--- src/rtl/turfio_wb_initiator_if.sv ---
// Classic Wishbone bus bundle between the TURFIO initiator and its targets.
// dat_o carries initiator write data and dat_i carries target read data.
interface turfio_wb_initiator_if #(
   parameter int ADDR_WIDTH = 11,
   parameter int DATA_WIDTH = 32
);
   logic                      cyc;
   logic                      stb;
   logic                      we;
   logic [ADDR_WIDTH-1:0]     adr;
   logic [DATA_WIDTH-1:0]     dat_o;
   logic [DATA_WIDTH/8-1:0]   sel;
   logic [DATA_WIDTH-1:0]     dat_i;
   logic                      ack;
   logic                      err;
   logic                      rty;

   modport master (
      output cyc, stb, we, adr, dat_o, sel,
      input  dat_i, ack, err, rty
   );

   modport slave (
      input  cyc, stb, we, adr, dat_o, sel,
      output dat_i, ack, err, rty
   );
endinterface

--- src/rtl/turfio_wb_initiator.sv ---
// Single-outstanding classic Wishbone initiator: one command in, one bounded WB cycle, one response out.
//
// state   | meaning
// S_IDLE  | waiting for a command; cmd_ready high
// S_CYCLE | cyc/stb asserted, waiting for ack/err/rty or timeout
// S_GAP   | one cyc-low cycle between retry attempts
// S_RESP  | response held until consumed
module turfio_wb_initiator #(
   parameter int ADDR_WIDTH     = 11,
   parameter int DATA_WIDTH     = 32,
   parameter int TIMEOUT_CYCLES = 4096,
   parameter int MAX_RETRY      = 3
) (
   input  logic                      wb_clk_i,
   input  logic                      wb_rst_i,
   input  logic                      cmd_valid_i,
   output logic                      cmd_ready_o,
   input  logic                      cmd_we_i,
   input  logic [ADDR_WIDTH-1:0]     cmd_adr_i,
   input  logic [DATA_WIDTH-1:0]     cmd_dat_i,
   input  logic [DATA_WIDTH/8-1:0]   cmd_sel_i,
   output logic                      rsp_valid_o,
   input  logic                      rsp_ready_i,
   output logic [DATA_WIDTH-1:0]     rsp_dat_o,
   output logic [1:0]                rsp_status_o,
   output logic                      busy_o,
   turfio_wb_initiator_if.master     wb
);

   localparam int TW = (TIMEOUT_CYCLES > 2) ? $clog2(TIMEOUT_CYCLES) : 1;
   localparam int RW = (MAX_RETRY > 0) ? $clog2(MAX_RETRY + 1) : 1;
   localparam logic [TW-1:0] TO_LAST   = TW'(TIMEOUT_CYCLES - 1);
   localparam logic [RW-1:0] RETRY_MAX = RW'(MAX_RETRY);

   localparam logic [1:0] ST_OK      = 2'd0;
   localparam logic [1:0] ST_ERR     = 2'd1;
   localparam logic [1:0] ST_TIMEOUT = 2'd2;
   localparam logic [1:0] ST_RETRY   = 2'd3;

   typedef enum logic [1:0] {S_IDLE, S_CYCLE, S_GAP, S_RESP} state_t;

   state_t                    state_q, state_d;
   logic                      cyc_q, cyc_d;
   logic                      we_q, we_d;
   logic [ADDR_WIDTH-1:0]     adr_q, adr_d;
   logic [DATA_WIDTH-1:0]     dat_q, dat_d;
   logic [DATA_WIDTH/8-1:0]   sel_q, sel_d;
   logic                      rsp_valid_q, rsp_valid_d;
   logic [DATA_WIDTH-1:0]     rsp_dat_q, rsp_dat_d;
   logic [1:0]                rsp_status_q, rsp_status_d;
   logic [TW-1:0]             to_cnt_q, to_cnt_d;
   logic [RW-1:0]             retry_cnt_q, retry_cnt_d;

   assign cmd_ready_o  = (state_q == S_IDLE) && !wb_rst_i;
   assign busy_o       = (state_q != S_IDLE);
   assign rsp_valid_o  = rsp_valid_q;
   assign rsp_dat_o    = rsp_dat_q;
   assign rsp_status_o = rsp_status_q;
   assign wb.cyc       = cyc_q;
   assign wb.stb       = cyc_q;
   assign wb.we        = we_q;
   assign wb.adr       = adr_q;
   assign wb.dat_o     = dat_q;
   assign wb.sel       = sel_q;

   always_comb begin
      state_d      = state_q;
      cyc_d        = cyc_q;
      we_d         = we_q;
      adr_d        = adr_q;
      dat_d        = dat_q;
      sel_d        = sel_q;
      rsp_valid_d  = rsp_valid_q;
      rsp_dat_d    = rsp_dat_q;
      rsp_status_d = rsp_status_q;
      to_cnt_d     = to_cnt_q;
      retry_cnt_d  = retry_cnt_q;

      case (state_q)
         S_IDLE: begin
            if (cmd_valid_i && cmd_ready_o) begin
               we_d        = cmd_we_i;
               adr_d       = cmd_adr_i;
               dat_d       = cmd_dat_i;
               sel_d       = cmd_sel_i;
               retry_cnt_d = '0;
               to_cnt_d    = '0;
               cyc_d       = 1'b1;
               state_d     = S_CYCLE;
            end
         end
         S_CYCLE: begin
            if (to_cnt_q != TO_LAST) to_cnt_d = to_cnt_q + 1'b1;
            // cyc drops on every termination so a target never sees a duplicate strobe
            if (wb.ack) begin
               cyc_d        = 1'b0;
               rsp_dat_d    = we_q ? '0 : wb.dat_i;
               rsp_status_d = ST_OK;
               rsp_valid_d  = 1'b1;
               state_d      = S_RESP;
            end else if (wb.err) begin
               cyc_d        = 1'b0;
               rsp_dat_d    = '0;
               rsp_status_d = ST_ERR;
               rsp_valid_d  = 1'b1;
               state_d      = S_RESP;
            end else if (wb.rty) begin
               cyc_d = 1'b0;
               if (retry_cnt_q < RETRY_MAX) begin
                  retry_cnt_d = retry_cnt_q + 1'b1;
                  state_d     = S_GAP;
               end else begin
                  rsp_dat_d    = '0;
                  rsp_status_d = ST_RETRY;
                  rsp_valid_d  = 1'b1;
                  state_d      = S_RESP;
               end
            end else if (to_cnt_q == TO_LAST) begin
               cyc_d        = 1'b0;
               rsp_dat_d    = '0;
               rsp_status_d = ST_TIMEOUT;
               rsp_valid_d  = 1'b1;
               state_d      = S_RESP;
            end
         end
         S_GAP: begin
            to_cnt_d = '0;
            cyc_d    = 1'b1;
            state_d  = S_CYCLE;
         end
         S_RESP: begin
            if (rsp_ready_i) begin
               rsp_valid_d = 1'b0;
               state_d     = S_IDLE;
            end
         end
         default: state_d = S_IDLE;
      endcase
   end

   always_ff @(posedge wb_clk_i) begin
      if (wb_rst_i) begin
         state_q      <= S_IDLE;
         cyc_q        <= 1'b0;
         we_q         <= 1'b0;
         adr_q        <= '0;
         dat_q        <= '0;
         sel_q        <= '0;
         rsp_valid_q  <= 1'b0;
         rsp_dat_q    <= '0;
         rsp_status_q <= ST_OK;
         to_cnt_q     <= '0;
         retry_cnt_q  <= '0;
      end else begin
         state_q      <= state_d;
         cyc_q        <= cyc_d;
         we_q         <= we_d;
         adr_q        <= adr_d;
         dat_q        <= dat_d;
         sel_q        <= sel_d;
         rsp_valid_q  <= rsp_valid_d;
         rsp_dat_q    <= rsp_dat_d;
         rsp_status_q <= rsp_status_d;
         to_cnt_q     <= to_cnt_d;
         retry_cnt_q  <= retry_cnt_d;
      end
   end

endmodule

--- src/flat_wrapper.sv ---
// flat-port wrapper written by rule: the top's interface ports become plain ports
module turfio_wb_initiator_flat 
#(
   parameter int ADDR_WIDTH     = 11,
   parameter int DATA_WIDTH     = 32,
   parameter int TIMEOUT_CYCLES = 4096,
   parameter int MAX_RETRY      = 3
)
  (wb_clk_i, wb_rst_i, cmd_valid_i, cmd_ready_o, cmd_we_i, cmd_adr_i, cmd_dat_i, cmd_sel_i, rsp_valid_o, rsp_ready_i, rsp_dat_o, rsp_status_o, busy_o, wb_cyc, wb_stb, wb_we, wb_adr, wb_dat_o, wb_sel, wb_dat_i, wb_ack, wb_err, wb_rty);
  turfio_wb_initiator_if #(.ADDR_WIDTH(ADDR_WIDTH), .DATA_WIDTH(DATA_WIDTH)) wb_i ();
  input  logic wb_clk_i;
  input  logic wb_rst_i;
  input  logic cmd_valid_i;
  output logic cmd_ready_o;
  input  logic cmd_we_i;
  input  logic [ADDR_WIDTH-1:0] cmd_adr_i;
  input  logic [DATA_WIDTH-1:0] cmd_dat_i;
  input  logic [DATA_WIDTH/8-1:0] cmd_sel_i;
  output logic rsp_valid_o;
  input  logic rsp_ready_i;
  output logic [DATA_WIDTH-1:0] rsp_dat_o;
  output logic [1:0] rsp_status_o;
  output logic busy_o;
  output wire logic [$bits(wb_i.cyc)-1:0] wb_cyc;
  output wire logic [$bits(wb_i.stb)-1:0] wb_stb;
  output wire logic [$bits(wb_i.we)-1:0] wb_we;
  output wire logic [$bits(wb_i.adr)-1:0] wb_adr;
  output wire logic [$bits(wb_i.dat_o)-1:0] wb_dat_o;
  output wire logic [$bits(wb_i.sel)-1:0] wb_sel;
  input wire logic [$bits(wb_i.dat_i)-1:0] wb_dat_i;
  input wire logic [$bits(wb_i.ack)-1:0] wb_ack;
  input wire logic [$bits(wb_i.err)-1:0] wb_err;
  input wire logic [$bits(wb_i.rty)-1:0] wb_rty;
  assign wb_cyc = wb_i.cyc;
  assign wb_stb = wb_i.stb;
  assign wb_we = wb_i.we;
  assign wb_adr = wb_i.adr;
  assign wb_dat_o = wb_i.dat_o;
  assign wb_sel = wb_i.sel;
  assign wb_i.dat_i = wb_dat_i;
  assign wb_i.ack = wb_ack;
  assign wb_i.err = wb_err;
  assign wb_i.rty = wb_rty;
  turfio_wb_initiator #(.ADDR_WIDTH(ADDR_WIDTH), .DATA_WIDTH(DATA_WIDTH), .TIMEOUT_CYCLES(TIMEOUT_CYCLES), .MAX_RETRY(MAX_RETRY)) u_core (.wb_clk_i(wb_clk_i), .wb_rst_i(wb_rst_i), .cmd_valid_i(cmd_valid_i), .cmd_ready_o(cmd_ready_o), .cmd_we_i(cmd_we_i), .cmd_adr_i(cmd_adr_i), .cmd_dat_i(cmd_dat_i), .cmd_sel_i(cmd_sel_i), .rsp_valid_o(rsp_valid_o), .rsp_ready_i(rsp_ready_i), .rsp_dat_o(rsp_dat_o), .rsp_status_o(rsp_status_o), .busy_o(busy_o), .wb(wb_i));
endmodule
--- config.mk ---
export PLATFORM = sky130hd
export DESIGN_NAME = turfio_wb_initiator_flat
export DESIGN_NICKNAME = d
export VERILOG_FILES = /design/src/rtl/turfio_wb_initiator_if.sv /design/src/rtl/turfio_wb_initiator.sv /design/src/flat_wrapper.sv
export SDC_FILE = /design/constraint.sdc
export NUM_CORES = 1
export LEC_CHECK = 0
export BUFFER_PORTS_ARGS = -buffer_cell sky130_fd_sc_hd__buf_4
export CAP_MARGIN = 20
export CORE_ASPECT_RATIO = 0.5
export CORE_MARGIN = 4
export CORE_UTILIZATION = 50
export CTS_BUF_LIST = sky130_fd_sc_hd__clkbuf_2 sky130_fd_sc_hd__clkbuf_4 sky130_fd_sc_hd__clkbuf_8
export DETAILED_ROUTE_END_ITERATION = 10
export MAX_ROUTING_LAYER = met4
export PLACE_DENSITY_LB_ADDON = 0.15
export RECOVER_POWER = 25
export SYNTH_ARGS = -nofsm -noshare
export SYNTH_HDL_FRONTEND = slang
export SYNTH_SLANG_ARGS = --single-unit
--- constraint.sdc ---
create_clock -name wb_clk_i -period 2 [get_ports wb_clk_i]
set_input_delay 0.1 -clock wb_clk_i [delete_from_list [all_inputs] [get_ports wb_clk_i]]
set_output_delay 0.1 -clock wb_clk_i [all_outputs]
set_load 0.005 [all_outputs]
* Word-level counts from Yosys, hierarchy flattened
Cells that the tools add are included.
** Word-level totals
- Output and inout port bits :: 87
- Logic and storage cells :: 86
- Register bits :: 100
** Cells by class
- Order comparisons :: 1
- Mux-type cells :: 41
- Equal/unequal tests :: 15
- $add $sub $neg :: 2
- Reductions and logical operators :: 16
** Operator list (number)
- $mux 32 :: 6
- $pmux 12 s3 :: 1
- $mux 2 :: 16
- $mux 12 :: 2
- $add 12x1->12 const B :: 1
- $eq 12x12->1 const B :: 1
- $mux 1 :: 12
- $ne 12x12->1 const B :: 1
- $reduce_and 3->1 :: 4
- $ne 2x2->1 const B :: 5
- $pmux 2 s4 :: 1
- $reduce_and 6->1 :: 1
- $reduce_bool 2->1 :: 3
- $ne 5x4->1 const B :: 1
- $ne 5x5->1 const B :: 1
- $eq 2x2->1 const B :: 2
- $ne 2x1->1 const B :: 2
- $ne 4x4->1 const B :: 1
- $pmux 2 s2 :: 1
- $reduce_and 4->1 :: 1
- $reduce_bool 4->1 :: 1
- $pmux 1 s3 :: 1
- $reduce_bool 3->1 :: 1
- $add 2x1->2 const B :: 1
- other kinds (7) :: 8

* Longest topological paths before layout
- Word-level depth :: 6
- Depth in mapped cells :: 7
- Gate-level depth less buffers :: 5

* Worst setup path after synthesis
No wires, ideal clock.
- Kind :: register -> register
- Start point :: register u_core.to_cnt_q[0]
- End point :: register u_core.rsp_dat_q[27] (netlist: u_core.rsp_dat_o[27])
- Slack :: 0.188 ns
- Cell stages (with the launch flop) :: 8
- Data required time :: 1.868 ns
- Arrival :: 1.679 ns
- Cells stage by stage :: dfxtp_1 > ha_1 > nand4_1 > or4_1 > buf_2 > buf_6 > nand3_2 > a21oi_1
** Between the ends
- Cells in the longest elaborated chain, start to end :: 3
** RTL lines
- start, declared :: line turfio_wb_initiator.sv:51 : logic [TW-1:0] to_cnt_q, to_cnt_d;
- start signal, assigned :: line turfio_wb_initiator.sv:164 : to_cnt_q <= to_cnt_d;
- $eq 12x12->1 :: line turfio_wb_initiator.sv:118 : end else if (to_cnt_q == TO_LAST) begin
- $reduce_bool 4->1 (no line)
- $reduce_and 3->1 (no line)
- end signal, assigned :: line turfio_wb_initiator.sv:162 : rsp_dat_q <= rsp_dat_d;
- end, declared :: line turfio_wb_initiator.sv:49 : logic [DATA_WIDTH-1:0] rsp_dat_q, rsp_dat_d;
Every way passes these cells.
A chain may end at the register's enable or synchronous reset.

* Worst setup path after layout
- Start point :: register u_core.to_cnt_q[0]
- End point :: register u_core.rsp_dat_q[19] (netlist: u_core.rsp_dat_o[19])
Same word-level chain as after synthesis.

==> results.md <==
* Hold Violations, Final at 0
* Cell area after placement at 5840 um2
* Leak at 2.64 nW
* Sw Pwr at 1.17 mW
* GRT Total Usage at 29.6%
* Antenna Nets Post-Route at 0
* Initial antenna violation count at 0
* Syn Area/Cell at 8.89 um2
* Vias in the first global route at 4741
* Clock Tree Buf Depth at 2
* Combinational share of power at 19.5%
* Final Power at 4.21 mW
* Flop pwr share at 51.4%
* Distinct cells, synth at 43
* RePlAce Congestion at 0.830
* Post-DP HPWL at 8.32 mm
* Yosys top cell area share at 45.4%
* Die boundary height at 74.4 um
* Worst Path Required at 2.29 ns
* Initial DRT Pass Iterations at 5
* VDD IR-drop max at 0.456 mV
* Hold/Removal Path Class: in2reg
* Antenna diode count at 0
* Starting Density at 53.2%
* P_int at 3.04 mW
* PortBufs at 173
* CP arrival at 2.15 ns
* Top cell type by total area after synthesis: dfxtp_1
* Most frequent cell after synthesis: dfxtp_1
* Final setup skew at 0.0119 ns
* Crit path max fanout at 17
* Die X at 141 um
* Measured slew at the worst slew-check pin at 0.454 ns
* Total congestion overflow at 0
* Core area at 8290 um2
* Pwr dens at 622 nW/um2
* Post-synthesis cell count at 496
* Cell area after synthesis at 4410 um2
* Final WL at 15.3 mm
* Number of synthesized flops with an enable pin at 0
* Fin crit share at 92.8%
* # IOs at 174
* Setup TNS at 0 ns
* Post-synth top cells: dfxtp_1 (100), nand2_1 (56), nand2b_1 (48)
* Period minus WS final at 1.86 ns
* Share of post-route cells with drive strength above 1 at 32.0%
* Asr flop ratio synth at 0%
* Crit end category: register
* Root Buffer: clkbuf_8
* Post-synth top flop: dfxtp_1
* Max Fclk at 539 MHz
* Fin area at 6770 um2
* Max_cap viols at 0
* Setup CP Type: reg2reg
* YS warnings at 0
* Initial drt markers at 355
* Sequential area share after synthesis at 45.4%
* Synth area leaders: dfxtp_1 (45%), nand2b_1 (6.8%), nand3_2 (6.8%), o2111ai_1 (6.8%), a21oi_1 (5.1%)
* Clk slew on worst S/H paths at 0.10 ns
* H-Tree Depth at 3
* Switching share of power at 27.8%
* Number of remaining DRC errors at 0
* Net count after synthesis at 585
* P&R area growth vs syn at 53.4%
* Die area at 10500 um2
* CTS sink count at 100
* Final Core Density at 81.6%
* Routed len/inst at 18.0 um
* Post-layout nets at 822
* Pin count of the biggest net entering global routing at 58
* FF+latch count, synth at 100
* R2r setup slk at 0.14 ns
* TritonCTS Buffers at 9
* CTS tree: yes
* First-pass GRT wire length at 23.9 mm
* Clock network power share at 29.1%
* Slew HR at 69.5%
* Hold Path Stages at 3
* Cells on worst reg2reg path at 7
* FP Rows at 23
* RSZ-0062 raised after global routing: true
* Clock Latency Late Sink at 0.37 ns
* DR vias at 4784
* Via-per-instance ratio at 5.63
* Run status: finished, final reports clean
* Setup crit start kind: register
* Slew Limit Fails at 0
* Final setup fails at 0
-- flip-flops by register name (all words and copies together), names as in the netlist --
| register | cells |
|---|---|
| u_core.wb.dat_o | 32 |
| u_core.wb.adr | 11 |
| u_core.rsp_status_o | 2 |
| u_core.wb.cyc | 1 |
| u_core.wb.we | 1 |
| u_core.retry_cnt_q | 2 |
| u_core.wb.sel | 4 |
| u_core.state_q | 2 |
| u_core.rsp_dat_o | 32 |
| u_core.to_cnt_q | 12 |
| u_core.rsp_valid_o | 1 |
-- layout by cell type, fill, tap and decap left out, types with 2 or more instances in the layout --
cell / Yosys / final
a21oi_1: 45 / 45
a31oi_1: 2 / 2
and2_1: 2 / 2
and3_1: 3 / 3
buf_12: 0 / 3
buf_4: 1 / 145
clkbuf_1: 30 / 16
clkbuf_4: 0 / 31
clkbuf_8: 0 / 10
clkinv_4: 0 / 2
clkinvlp_4: 0 / 2
dfxtp_1: 100 / 100
dlygate4sd3_1: 0 / 80
ha_1: 2 / 2
inv_1: 4 / 4
nand2_1: 56 / 55
nand2b_1: 48 / 48
nand3_1: 5 / 5
nand3_2: 30 / 30
nor2_1: 8 / 8
nor2b_1: 4 / 2
nor2b_2: 0 / 2
nor3_1: 4 / 4
o2111ai_1: 34 / 34
o21a_1: 4 / 4
o21ai_0: 45 / 45
o21ai_1: 10 / 10
o311ai_0: 3 / 3
o31ai_1: 5 / 5
o41ai_1: 5 / 5
or2_2: 3 / 3
or3_1: 4 / 4
or4_1: 6 / 5
-- stage by stage --
stage / std cells / setup slack, ns / hold slack (ns)
2_1_floorplan: 496 / 0.188 / 0.201
3_3_place_gp: 754 / 0.168 / 0.292
3_5_place_dp: 754 / 0.118 / 0.299
4_1_cts: 850 / 0.103 / 0.000456
5_1_grt: 850 / 0.000105 / 0.0155
6_report: 850 / 0.144 / 0.0318
-- routing by layer --
layer / share of wire [%] / vias to the layer above / GRT usage [%] / routed length, um
li1: - / 2266 / - / -
met1: 40 / 2245 / 32.9 / 6080
met2: 49 / 235 / 50.7 / 7480
met3: 8.9 / 38 / 9.89 / 1360
met4: 2.3 / 0 / 10.3 / 346
met5: 0 / - / - / 0
-- layout make-up --
type | count | area (um2)
Clock inverter | 5 | 37.5
Fill cell | 520 | 1520
Tap cell | 112 | 140
Timing Repair Buffer | 274 | 2230
Multi-Input combinational cell | 344 | 2190
Sequential cell | 100 | 2000
Clock buffer | 11 | 145
Inverter | 4 | 15.0
-- power groups by stage --
stage | clock (mW) | combinational, mW | sequential [mW]
4_1_cts | 1.25 | 0.807 | 2.16
3_5_place_dp | 0 | 0.679 | 2.20
3_3_place_gp | 0 | 0.671 | 2.20
2_1_floorplan | 0 | 0.286 | 2.21
5_1_grt | 1.33 | 0.885 | 2.18
6_report | 1.23 | 0.821 | 2.16
-- what timing repair did --
action,in CTS,in global routing
hold buffers,80,0
hold endpoints to repair,80,0
setup endpoints to repair,0,34
gates resized for setup,0,1
setup buffers,0,0
-- worst paths after layout --
kind                        startpoint                    to
setup / recovery    u_core.to_cnt_q[0]  u_core.rsp_dat_o[19]
setup reg to reg    u_core.to_cnt_q[0]  u_core.rsp_dat_o[19]
hold / removal             wb_dat_i[4]   u_core.rsp_dat_o[4]
hold reg to reg   u_core.rsp_dat_o[27]  u_core.rsp_dat_o[27]
-- critical path, stage by stage, from the launching register on --
cell and delay (ns):
dfxtp_1 0.38, ha_1 0.22, nand4_1 0.14, buf_4 0.18, nor4_4 0.22, buf_4 0.27, o2111ai_1 0.15, a21oi_1 0.22
-- cell families (layout without fill, tap and decap cells) --
family                   after synthesis  in the layout  synth area share [%]
multiplexers                           1              1                 0.227
AND/OR/NAND/NOR                      183            183                  25.8
flip-flops                           100            100                  45.4
buffers and inverters                 52            294                  5.56
adder cells (fa/ha/maj)                2              2                 0.567
AO/OA/AOI/OAI                        158            158                  22.5
(Power assumes the default switching activity.)
